<file path="src/rtl/pipe_ctrl_pkg.sv">
// Shared types for the pipeline hazard controller: FSM state encoding,
// register-address width and the load-use match rule.
package pipe_ctrl_pkg;

   localparam int REG_ADDR_W = 5;

   typedef enum logic [1:0] {
      ST_RUN      = 2'd0,
      ST_MEM_WAIT = 2'd1,
      ST_FLUSH    = 2'd2
   } state_t;

   // x0 is hardwired to zero, so a load into it never creates a dependency.
   function automatic logic load_use_hit(input logic                  memread,
                                         input logic [REG_ADDR_W-1:0] rd,
                                         input logic [REG_ADDR_W-1:0] rs1,
                                         input logic [REG_ADDR_W-1:0] rs2);
      return memread && (rd != '0) && ((rd == rs1) || (rd == rs2));
   endfunction

endpackage

</file>
<file path="src/rtl/pipe_hazard_ctrl_if.sv">
// Signals between the pipeline datapath (master) and the hazard controller (slave).
interface pipe_hazard_ctrl_if
   import pipe_ctrl_pkg::*;
#(
   parameter int CNT_W = 32
);
   logic [REG_ADDR_W-1:0] if_id_rs1;
   logic [REG_ADDR_W-1:0] if_id_rs2;
   logic [REG_ADDR_W-1:0] id_ex_rd;
   logic                  id_ex_memread;
   logic                  branch_taken;
   // dmem_req/dmem_ready: an access pending in EX/MEM completes in the cycle
   // both are high; while req is high and ready low, the pipeline is frozen.
   logic                  dmem_req;
   logic                  dmem_ready;

   logic                  pc_hazard;
   logic                  if_id_hazard;
   logic                  if_id_flush;
   logic                  id_ex_bubble;
   logic                  ex_mem_bubble;
   logic                  pipe_en;
   logic                  mem_timeout;
   logic [CNT_W-1:0]      stall_cnt;
   logic [CNT_W-1:0]      flush_cnt;

   modport master (
      output if_id_rs1, if_id_rs2, id_ex_rd, id_ex_memread, branch_taken,
             dmem_req, dmem_ready,
      input  pc_hazard, if_id_hazard, if_id_flush, id_ex_bubble, ex_mem_bubble,
             pipe_en, mem_timeout, stall_cnt, flush_cnt
   );

   modport slave (
      input  if_id_rs1, if_id_rs2, id_ex_rd, id_ex_memread, branch_taken,
             dmem_req, dmem_ready,
      output pc_hazard, if_id_hazard, if_id_flush, id_ex_bubble, ex_mem_bubble,
             pipe_en, mem_timeout, stall_cnt, flush_cnt
   );

endinterface

</file>
<file path="src/rtl/pipe_hazard_ctrl_sat_cnt.sv">
// Saturating up-counter with synchronous clear; holds at all-ones.
module sat_cnt #(
   parameter int W = 32
) (
   input  logic         clk,
   input  logic         clr,
   input  logic         inc,
   output logic [W-1:0] cnt
);

   always_ff @(posedge clk) begin
      if (clr) begin
         cnt <= '0;
      end else if (inc && (cnt != '1)) begin
         cnt <= cnt + 1'b1;
      end
   end

endmodule

</file>
<file path="src/rtl/pipe_hazard_ctrl.sv">
// Pipeline hazard controller: memory-wait freeze, taken-branch flush and
// load-use stall, with stall/flush performance counters.
module pipe_hazard_ctrl
   import pipe_ctrl_pkg::*;
#(
   parameter int CNT_W        = 32,
   parameter int MEM_WAIT_MAX = 255
) (
   input  logic                     clk,
   input  logic                     rst,
   pipe_hazard_ctrl_if.slave        hz,
   output state_t                   dbg_state
);

   localparam int                  WAIT_W    = (MEM_WAIT_MAX > 1) ? $clog2(MEM_WAIT_MAX) : 1;
   localparam logic [WAIT_W-1:0]   WAIT_LAST = WAIT_W'(MEM_WAIT_MAX - 1);

   state_t            state_q;
   state_t            state_d;
   logic [WAIT_W-1:0] wait_q;
   logic [WAIT_W-1:0] wait_d;
   logic              timeout_q;
   logic              timeout_set;

   logic              pc_hz;
   logic              ifid_hz;
   logic              ifid_fl;
   logic              idex_bb;
   logic              exmem_bb;
   logic              pen;
   logic              mem_block;
   logic              load_use;

   assign mem_block = hz.dmem_req && !hz.dmem_ready;
   assign load_use  = load_use_hit(hz.id_ex_memread, hz.id_ex_rd, hz.if_id_rs1, hz.if_id_rs2);

   always_comb begin
      state_d     = state_q;
      wait_d      = wait_q;
      timeout_set = 1'b0;
      pc_hz       = 1'b0;
      ifid_hz     = 1'b0;
      ifid_fl     = 1'b0;
      idex_bb     = 1'b0;
      exmem_bb    = 1'b0;
      pen         = 1'b1;

      unique case (state_q)
         ST_RUN: begin
            if (mem_block) begin
               pc_hz   = 1'b1;
               ifid_hz = 1'b1;
               pen     = 1'b0;
               wait_d  = '0;
               state_d = ST_MEM_WAIT;
            end else if (hz.branch_taken) begin
               ifid_fl  = 1'b1;
               idex_bb  = 1'b1;
               exmem_bb = 1'b1;
               state_d  = ST_FLUSH;
            end else if (load_use) begin
               pc_hz   = 1'b1;
               ifid_hz = 1'b1;
               idex_bb = 1'b1;
            end
         end

         // Branches are ignored here: EX/MEM is frozen, so the branch is
         // still presented once the pipeline resumes.
         ST_MEM_WAIT: begin
            if (hz.dmem_ready) begin
               state_d = ST_RUN;
            end else if (wait_q == WAIT_LAST) begin
               timeout_set = 1'b1;
               state_d     = ST_RUN;
            end else begin
               pc_hz   = 1'b1;
               ifid_hz = 1'b1;
               pen     = 1'b0;
               wait_d  = wait_q + 1'b1;
            end
         end

         // ID/EX and EX/MEM hold bubbles this cycle, so memory wait and
         // load-use are not evaluated; only a new taken branch matters.
         ST_FLUSH: begin
            if (hz.branch_taken) begin
               ifid_fl  = 1'b1;
               idex_bb  = 1'b1;
               exmem_bb = 1'b1;
               state_d  = ST_FLUSH;
            end else begin
               state_d = ST_RUN;
            end
         end

         default: state_d = ST_RUN;
      endcase

      if (rst) begin
         pc_hz    = 1'b0;
         ifid_hz  = 1'b0;
         ifid_fl  = 1'b0;
         idex_bb  = 1'b0;
         exmem_bb = 1'b0;
         pen      = 1'b1;
      end
   end

   always_ff @(posedge clk) begin
      if (rst) begin
         state_q   <= ST_RUN;
         wait_q    <= '0;
         timeout_q <= 1'b0;
      end else begin
         state_q <= state_d;
         wait_q  <= wait_d;
         if (timeout_set) begin
            timeout_q <= 1'b1;
         end
      end
   end

   sat_cnt #(.W(CNT_W)) u_stall_cnt (
      .clk (clk),
      .clr (rst),
      .inc (pc_hz),
      .cnt (hz.stall_cnt)
   );

   sat_cnt #(.W(CNT_W)) u_flush_cnt (
      .clk (clk),
      .clr (rst),
      .inc (ifid_fl),
      .cnt (hz.flush_cnt)
   );

   assign hz.pc_hazard     = pc_hz;
   assign hz.if_id_hazard  = ifid_hz;
   assign hz.if_id_flush   = ifid_fl;
   assign hz.id_ex_bubble  = idex_bb;
   assign hz.ex_mem_bubble = exmem_bb;
   assign hz.pipe_en       = pen;
   assign hz.mem_timeout   = timeout_q;
   assign dbg_state        = state_q;

endmodule

</file>
<file path="src/flat_wrapper.sv">
// flat-port wrapper written by rule: the top's interface ports become plain ports
module pipe_hazard_ctrl_flat import pipe_ctrl_pkg::*;
#(
   parameter int CNT_W        = 32,
   parameter int MEM_WAIT_MAX = 255
)
  (clk, rst, dbg_state, hz_if_id_rs1, hz_if_id_rs2, hz_id_ex_rd, hz_id_ex_memread, hz_branch_taken, hz_dmem_req, hz_dmem_ready, hz_pc_hazard, hz_if_id_hazard, hz_if_id_flush, hz_id_ex_bubble, hz_ex_mem_bubble, hz_pipe_en, hz_mem_timeout, hz_stall_cnt, hz_flush_cnt);
  pipe_hazard_ctrl_if #(.CNT_W(CNT_W)) hz_i ();
  input  logic clk;
  input  logic rst;
  output state_t dbg_state;
  input wire logic [$bits(hz_i.if_id_rs1)-1:0] hz_if_id_rs1;
  input wire logic [$bits(hz_i.if_id_rs2)-1:0] hz_if_id_rs2;
  input wire logic [$bits(hz_i.id_ex_rd)-1:0] hz_id_ex_rd;
  input wire logic [$bits(hz_i.id_ex_memread)-1:0] hz_id_ex_memread;
  input wire logic [$bits(hz_i.branch_taken)-1:0] hz_branch_taken;
  input wire logic [$bits(hz_i.dmem_req)-1:0] hz_dmem_req;
  input wire logic [$bits(hz_i.dmem_ready)-1:0] hz_dmem_ready;
  output wire logic [$bits(hz_i.pc_hazard)-1:0] hz_pc_hazard;
  output wire logic [$bits(hz_i.if_id_hazard)-1:0] hz_if_id_hazard;
  output wire logic [$bits(hz_i.if_id_flush)-1:0] hz_if_id_flush;
  output wire logic [$bits(hz_i.id_ex_bubble)-1:0] hz_id_ex_bubble;
  output wire logic [$bits(hz_i.ex_mem_bubble)-1:0] hz_ex_mem_bubble;
  output wire logic [$bits(hz_i.pipe_en)-1:0] hz_pipe_en;
  output wire logic [$bits(hz_i.mem_timeout)-1:0] hz_mem_timeout;
  output wire logic [$bits(hz_i.stall_cnt)-1:0] hz_stall_cnt;
  output wire logic [$bits(hz_i.flush_cnt)-1:0] hz_flush_cnt;
  assign hz_i.if_id_rs1 = hz_if_id_rs1;
  assign hz_i.if_id_rs2 = hz_if_id_rs2;
  assign hz_i.id_ex_rd = hz_id_ex_rd;
  assign hz_i.id_ex_memread = hz_id_ex_memread;
  assign hz_i.branch_taken = hz_branch_taken;
  assign hz_i.dmem_req = hz_dmem_req;
  assign hz_i.dmem_ready = hz_dmem_ready;
  assign hz_pc_hazard = hz_i.pc_hazard;
  assign hz_if_id_hazard = hz_i.if_id_hazard;
  assign hz_if_id_flush = hz_i.if_id_flush;
  assign hz_id_ex_bubble = hz_i.id_ex_bubble;
  assign hz_ex_mem_bubble = hz_i.ex_mem_bubble;
  assign hz_pipe_en = hz_i.pipe_en;
  assign hz_mem_timeout = hz_i.mem_timeout;
  assign hz_stall_cnt = hz_i.stall_cnt;
  assign hz_flush_cnt = hz_i.flush_cnt;
  pipe_hazard_ctrl #(.CNT_W(CNT_W), .MEM_WAIT_MAX(MEM_WAIT_MAX)) u_core (.clk(clk), .rst(rst), .hz(hz_i), .dbg_state(dbg_state));
endmodule
</file>
<file path="config.mk">
export PLATFORM = sky130hd
export DESIGN_NAME = pipe_hazard_ctrl_flat
export DESIGN_NICKNAME = d
export VERILOG_FILES = /design/src/rtl/pipe_ctrl_pkg.sv /design/src/rtl/pipe_hazard_ctrl_if.sv /design/src/rtl/pipe_hazard_ctrl_sat_cnt.sv /design/src/rtl/pipe_hazard_ctrl.sv /design/src/flat_wrapper.sv
export SDC_FILE = /design/constraint.sdc
export NUM_CORES = 1
export LEC_CHECK = 0
export ABC_AREA = 1
export ABC_CLOCK_PERIOD_IN_PS = 3800
export CAP_MARGIN = 20
export CORE_UTILIZATION = 30
export DETAILED_ROUTE_END_ITERATION = 8
export PLACE_DENSITY = 0.53
export SLEW_MARGIN = 5
export SYNTH_ARGS = -nofsm -noshare
export SYNTH_HDL_FRONTEND = slang
export SYNTH_SLANG_ARGS = --single-unit
</file>
<file path="constraint.sdc">
create_clock -name clk -period 3.8 [get_ports clk]
set_clock_uncertainty 0.05 [all_clocks]
set_input_delay 0.76 -clock clk [delete_from_list [all_inputs] [get_ports clk]]
set_output_delay 0.76 -clock clk [all_outputs]
set_load 0.01 [all_outputs]
</file>
==> flow_summary.ini, run 1 <==
[floorplan]
fp.dieArea_sq_um = 17100
die_h_um = 131
rows = 46
initial_core_util = 0.310
io_pins = 94
coreArea_sq_um = 16100
die_x_um = 131

[final_layout]
layout_commonest_cell = nand2_1
diodes = 0
layout_common_cells = 232 x nand2_1, 108 x nor2_1, 92 x clkdlybuf4s50_1, 75 x dfxtp_1, 72 x inv_1
drive_gt1_frac = 0.0964
area_growth_pct = 28.8
fin_util = 0.399
n_fill_cell = 1736
nets = 882

[outcome]
status = finished clean

[critical_path]
worst_r2r_endpoint = u_core.u_flush_cnt.cnt[7]$_SDFFE_PP0P_
reg2reg_from = u_core.u_flush_cnt.cnt[1]$_SDFFE_PP0P_
worstPathArrival_ns = 2.66
ff2ff_path_depth = 12
start_kind = input port
endpoint_kind = primary output
cp_data_required_time_ns = 2.99
r2r_slack_ns = 1.56
path_max_fanout = 4
worst-setup-path-type = input port to primary output

[sta]
slew_headroom = 0.664
hold_viol_final = 0
setup_viol = 0
finalCriticalPeriod_ns = 3.47
max_freq_mhz = 288
finalCritPeriodShare = 0.913
rsz0062_at_grt = no
slew_violations = 0
finalSetupTns_ns = 0
tightest_slew_ns = 0.503

[power]
pwr-share-seq = 0.421
total_power_mw = 1.90
combPwrFrac = 0.082
netSwitchingPower_mw = 0.440
p_int_mw = 1.46
pwr-share-clk = 0.497
ir_drop_uv = 199
p_per_area_nw_per_um2 = 296
leakagePower_nw = 2.29
swShare = 0.232

[routing]
antenna_left = 0
routedWlPerCell_um = 13.0
via_per_inst = 4.58
drtPass1Iterations = 4
drt_iter0_drc = 308
routed_wl_um = 14000
route.detailed.drc = 0
via_count = 4936

[cts]
cts_tree = built
clk_pin_slew_ns = 0.06
cts_root_buf = clkbuf_16
cts_num_sinks = 75
clk_latency_ns = 0.34
ctsResizeCount = 0
cts_hold_buffers = 0
numCtsBuffers = 9
cts_buffer_depth = 2
cts_max_level = 3
post_cts_buffers = 0

[logic_synthesis]
synth_seq_cells = 75
netlist_area_sq_um = 4980
yosysTopAreaCell = dfxtp_1
synth_warnings = 0
syn_area_per_cell_sq_um = 6.43
synth_cell_type_count = 30
yosysSeqAreaShare = 0.302
synth.net_count = 799
synthTopCellsByArea = dfxtp_1 30%, nand2_1 17%, nor2_1 8.1%, xor2_1 6.3%, inv_1 5.4%
synth_cells = 774
synth_top_area_share = 0.302

[place]
place_congestion = 0.902
dp_hpwl_um = 10400
portBuffers = 93

[global_route]
grt_util_all_layers = 0.175
gr-total-overflow = 0
grt_max_degree = 42
grt_first_pass_wirelength_um = 23500
grt_pass1_vias = 4732
antenna_found_initial = 0

[worst_hold_path]
hold_class = register to register
holdPathEnd = u_core.wait_q[4]$_SDFFE_PP0P_
hold_path.startpoint = u_core.wait_q[4]$_SDFFE_PP0P_
holdPathStages = 2

[job]
drv_cap = 0
-- sequential cells by signal, summed over array words and instances (netlist names) --
| signal | flops |
|---|---|
| u_core.u_flush_cnt.cnt | 32 |
| u_core.wait_q | 8 |
| u_core.hz.mem_timeout | 1 |
| u_core.u_stall_cnt.cnt | 32 |
| u_core.dbg_state | 2 |
-- Yosys cell counts --
cell	n
a21oi_2	28
xor2_1	36
a21oi_4	1
nand4_1	41
inv_2	6
nor3b_1	2
buf_6	2
nand3_1	23
ha_1	4
nand2_1	232
a21oi_1	37
o21bai_1	1
o21ai_0	6
buf_8	2
nand4_2	1
a211oi_1	1
nand3b_1	7
inv_1	72
buf_2	5
xnor2_1	14
buf_4	2
nand2_2	19
nand3_4	1
nor3_4	1
nor3_1	27
nor3_2	2
clkbuf_1	17
dfxtp_1	75
nor2_1	108
nand2_4	1
-- critical path, stage by stage --
cell	delay, ns
clkdlybuf4s50_1	0.52
inv_1	0.07
nand2_1	0.05
nand2_1	0.05
nor2_1	0.10
nand3_1	0.08
nand2_1	0.08
nand3_1	0.14
a21oi_1	0.23
clkdlybuf4s50_1	0.57
-- cells by family after synthesis --
| kind of cell | share of synthesized area |
|---|---|
| flops | 0.302 |
| compound gates | 0.0988 |
| buf+inv | 0.0902 |
| fa+ha+maj | 0.0101 |
| simple gates | 0.411 |
| xor+xnor | 0.0880 |
-- power groups by stage --
stage	Sequential (mW)	Clock (mW)	Combinational [mW]
6_report	0.798	0.943	0.156
5_1_grt	0.798	1.01	0.174
4_1_cts	0.798	0.964	0.157
3_5_place_dp	0.815	0	0.157
3_3_place_gp	0.815	0	0.156
2_1_floorplan	0.816	0	0.0961
-- layer usage --
layer	vias to the layer above	share of wire	track usage	wire [um]
li1	2642	-	-	-
met1	2197	0.51	0.240	7170
met2	88	0.44	0.277	6140
met3	9	0.039	0.0338	551
met4	0	0.011	0.0473	149
met5	-	0	0	0
-- how the worst max path moves through the flow --
stage	depth (start not counted)	slack, ns	endpoint	startpoint
2_1_floorplan	9	1.30	hz_pc_hazard	hz_id_ex_rd[1]
3_3_place_gp	10	0.34	hz_pc_hazard	hz_id_ex_rd[0]
3_5_place_dp	10	0.30	hz_if_id_hazard	hz_id_ex_rd[0]
4_1_cts	10	0.30	hz_if_id_hazard	hz_id_ex_rd[0]
5_1_grt	9	0.16	hz_if_id_hazard	hz_id_ex_rd[0]
6_report	10	0.33	hz_if_id_hazard	hz_id_ex_rd[0]
-- through the flow --
stage	setup WS, ns	cells	instance area, sq um	hold slack, ns
2_1_floorplan	1.30	774	4980	0.385
5_1_grt	0.158	1077	6410	0.443
6_report	0.329	1077	6410	0.413
3_5_place_dp	0.299	1062	6080	0.411
4_1_cts	0.296	1077	6410	0.420
3_3_place_gp	0.338	1062	6080	0.402
-- area by class of cell --
| class | count | area [sq um] | share of cell area |
|---|---|---|---|
| Multi-Input combinational cell | 593 | 3030 | 0.472 |
| Sequential cell | 75 | 1500 | 0.234 |
| Timing Repair Buffer | 100 | 991 | 0.155 |
| Inverter | 78 | 293 | 0.0457 |
| Tap cell | 216 | 270 | 0.0422 |
| Clock buffer | 11 | 253 | 0.0394 |
| Clock inverter | 4 | 73.8 | 0.0115 |
No activity file was read; power rests on OpenSTA's default activity.
==> run 2, diff against run 1 <==
Settings changed: CTS_BUF_LIST from default to sky130_fd_sc_hd__clkbuf_8.
==> flow_summary.ini, run 2 (synthesized netlist as in run 1, its figures left out) <==
[floorplan]
rows = 46
die_x_um = 131
die_h_um = 131
fp.dieArea_sq_um = 17100
io_pins = 94
initial_core_util = 0.310
coreArea_sq_um = 16100

[critical_path]
reg2reg_from = u_core.u_flush_cnt.cnt[1]$_SDFFE_PP0P_
cp_data_required_time_ns = 2.99
ff2ff_path_depth = 12
r2r_slack_ns = 1.54
path_max_fanout = 4
worstPathArrival_ns = 2.66
endpoint_kind = primary output
start_kind = input port
worst-setup-path-type = input port to primary output
worst_r2r_endpoint = u_core.u_flush_cnt.cnt[7]$_SDFFE_PP0P_

[final_layout]
reg_top3 = u_core.u_flush_cnt.cnt: 32 flops, u_core.u_stall_cnt.cnt: 32 flops, u_core.wait_q: 8 flops
layout_common_cells = 232 x nand2_1, 108 x nor2_1, 92 x clkdlybuf4s50_1, 75 x dfxtp_1, 72 x inv_1
area_growth_pct = 26.7
finalNonFillerCells = 1077
nets = 882
diodes = 0
design_area_sq_um = 6310
layout_commonest_cell = nand2_1
drive_gt1_frac = 0.0964

[routing]
via_per_inst = 4.58
antenna_left = 0
route.detailed.drc = 0
routedWlPerCell_um = 12.9
routed_wl_um = 13900
drtPass1Iterations = 4
drt_iter0_drc = 308
via_count = 4929

[global_route]
grt_max_degree = 42
antenna_found_initial = 0
grt_pass1_vias = 4711
gr-total-overflow = 0
grt_first_pass_wirelength_um = 23400
grt_util_all_layers = 0.175

[outcome]
status = finished clean

[power]
p_per_area_nw_per_um2 = 265
pwr-share-clk = 0.429
p_int_mw = 1.25
ir_drop_uv = 151
combPwrFrac = 0.093
swShare = 0.251
leakagePower_nw = 2.24
netSwitchingPower_mw = 0.418
pwr-share-seq = 0.477

[sta]
finalCriticalPeriod_ns = 3.47
setup_viol = 0
hold_viol_final = 0
tightest_slew_ns = 0.506
slew_headroom = 0.663
rsz0062_at_grt = no
max_freq_mhz = 288
whs_ns = 0.416
finalCritPeriodShare = 0.913
finalSetupTns_ns = 0
slew_violations = 0

[worst_hold_path]
hold_path.startpoint = u_core.wait_q[4]$_SDFFE_PP0P_
holdPathEnd = u_core.wait_q[4]$_SDFFE_PP0P_
holdPathStages = 2
hold_class = register to register

[job]
drv_cap = 0

[cts]
cts_tree = built
cts_max_level = 3
post_cts_buffers = 0
clk_latency_ns = 0.37
numCtsBuffers = 9
cts_buffer_depth = 2
cts_root_buf = clkbuf_8
cts_num_sinks = 75
ctsResizeCount = 0
cts_hold_buffers = 0
clk_pin_slew_ns = 0.08

[place]
post_dp_cell_area_sq_um = 6080
portBuffers = 93
place_congestion = 0.902
dp_hpwl_um = 10400
dp.cells = 1062
==> run 2: critical path: stages <==
cell and delay (ns):
clkdlybuf4s50_1 0.52, inv_1 0.07, nand2_1 0.05, nand2_1 0.05, nor2_1 0.10, nand3_1 0.08
nand2_1 0.08, nand3_1 0.14, a21oi_1 0.23, clkdlybuf4s50_1 0.57
==> run 2: power by group through the flow <==
stage	registers, mW	logic [mW]	clock network, mW
floorplan	0.816	0.0961	0
global placement	0.815	0.156	0
detailed placement	0.815	0.157	0
CTS	0.797	0.157	0.740
global route	0.798	0.174	0.781
finish	0.797	0.156	0.717
==> run 2: how the worst max path moves through the flow <==
stage	from	end	cells after the start
2_1_floorplan	hz_id_ex_rd[1]	hz_pc_hazard	9
3_3_place_gp	hz_id_ex_rd[0]	hz_pc_hazard	10
3_5_place_dp	hz_id_ex_rd[0]	hz_if_id_hazard	10
4_1_cts	hz_id_ex_rd[0]	hz_if_id_hazard	10
5_1_grt	hz_id_ex_rd[0]	hz_if_id_hazard	9
6_report	hz_id_ex_rd[0]	hz_if_id_hazard	10
==> run 2: layout make-up <==
| class | count | area, sq um |
|---|---|---|
| Clock buffer | 11 | 151 |
| Clock inverter | 4 | 73.8 |
| Fill cell | 1744 | 9750 |
| Inverter | 78 | 293 |
| Multi-Input combinational cell | 593 | 3030 |
| Sequential cell | 75 | 1500 |
| Tap cell | 216 | 270 |
| Timing Repair Buffer | 100 | 991 |
==> run 2: routing by layer <==
layer	GRT usage	share of wire	vias up
li1	-	-	2642
met1	0.240	0.51	2182
met2	0.274	0.43	90
met3	0.0338	0.039	15
met4	0.0595	0.014	0
met5	0	0	-
==> run 2: through the flow <==
stage	power, mW	util	worst slack (ns)
floorplan	0.912	-	1.30
global placement	0.971	0.379	0.338
detailed placement	0.972	0.379	0.299
CTS	1.69	0.393	0.296
global route	1.75	0.393	0.158
finish	1.67	0.393	0.329
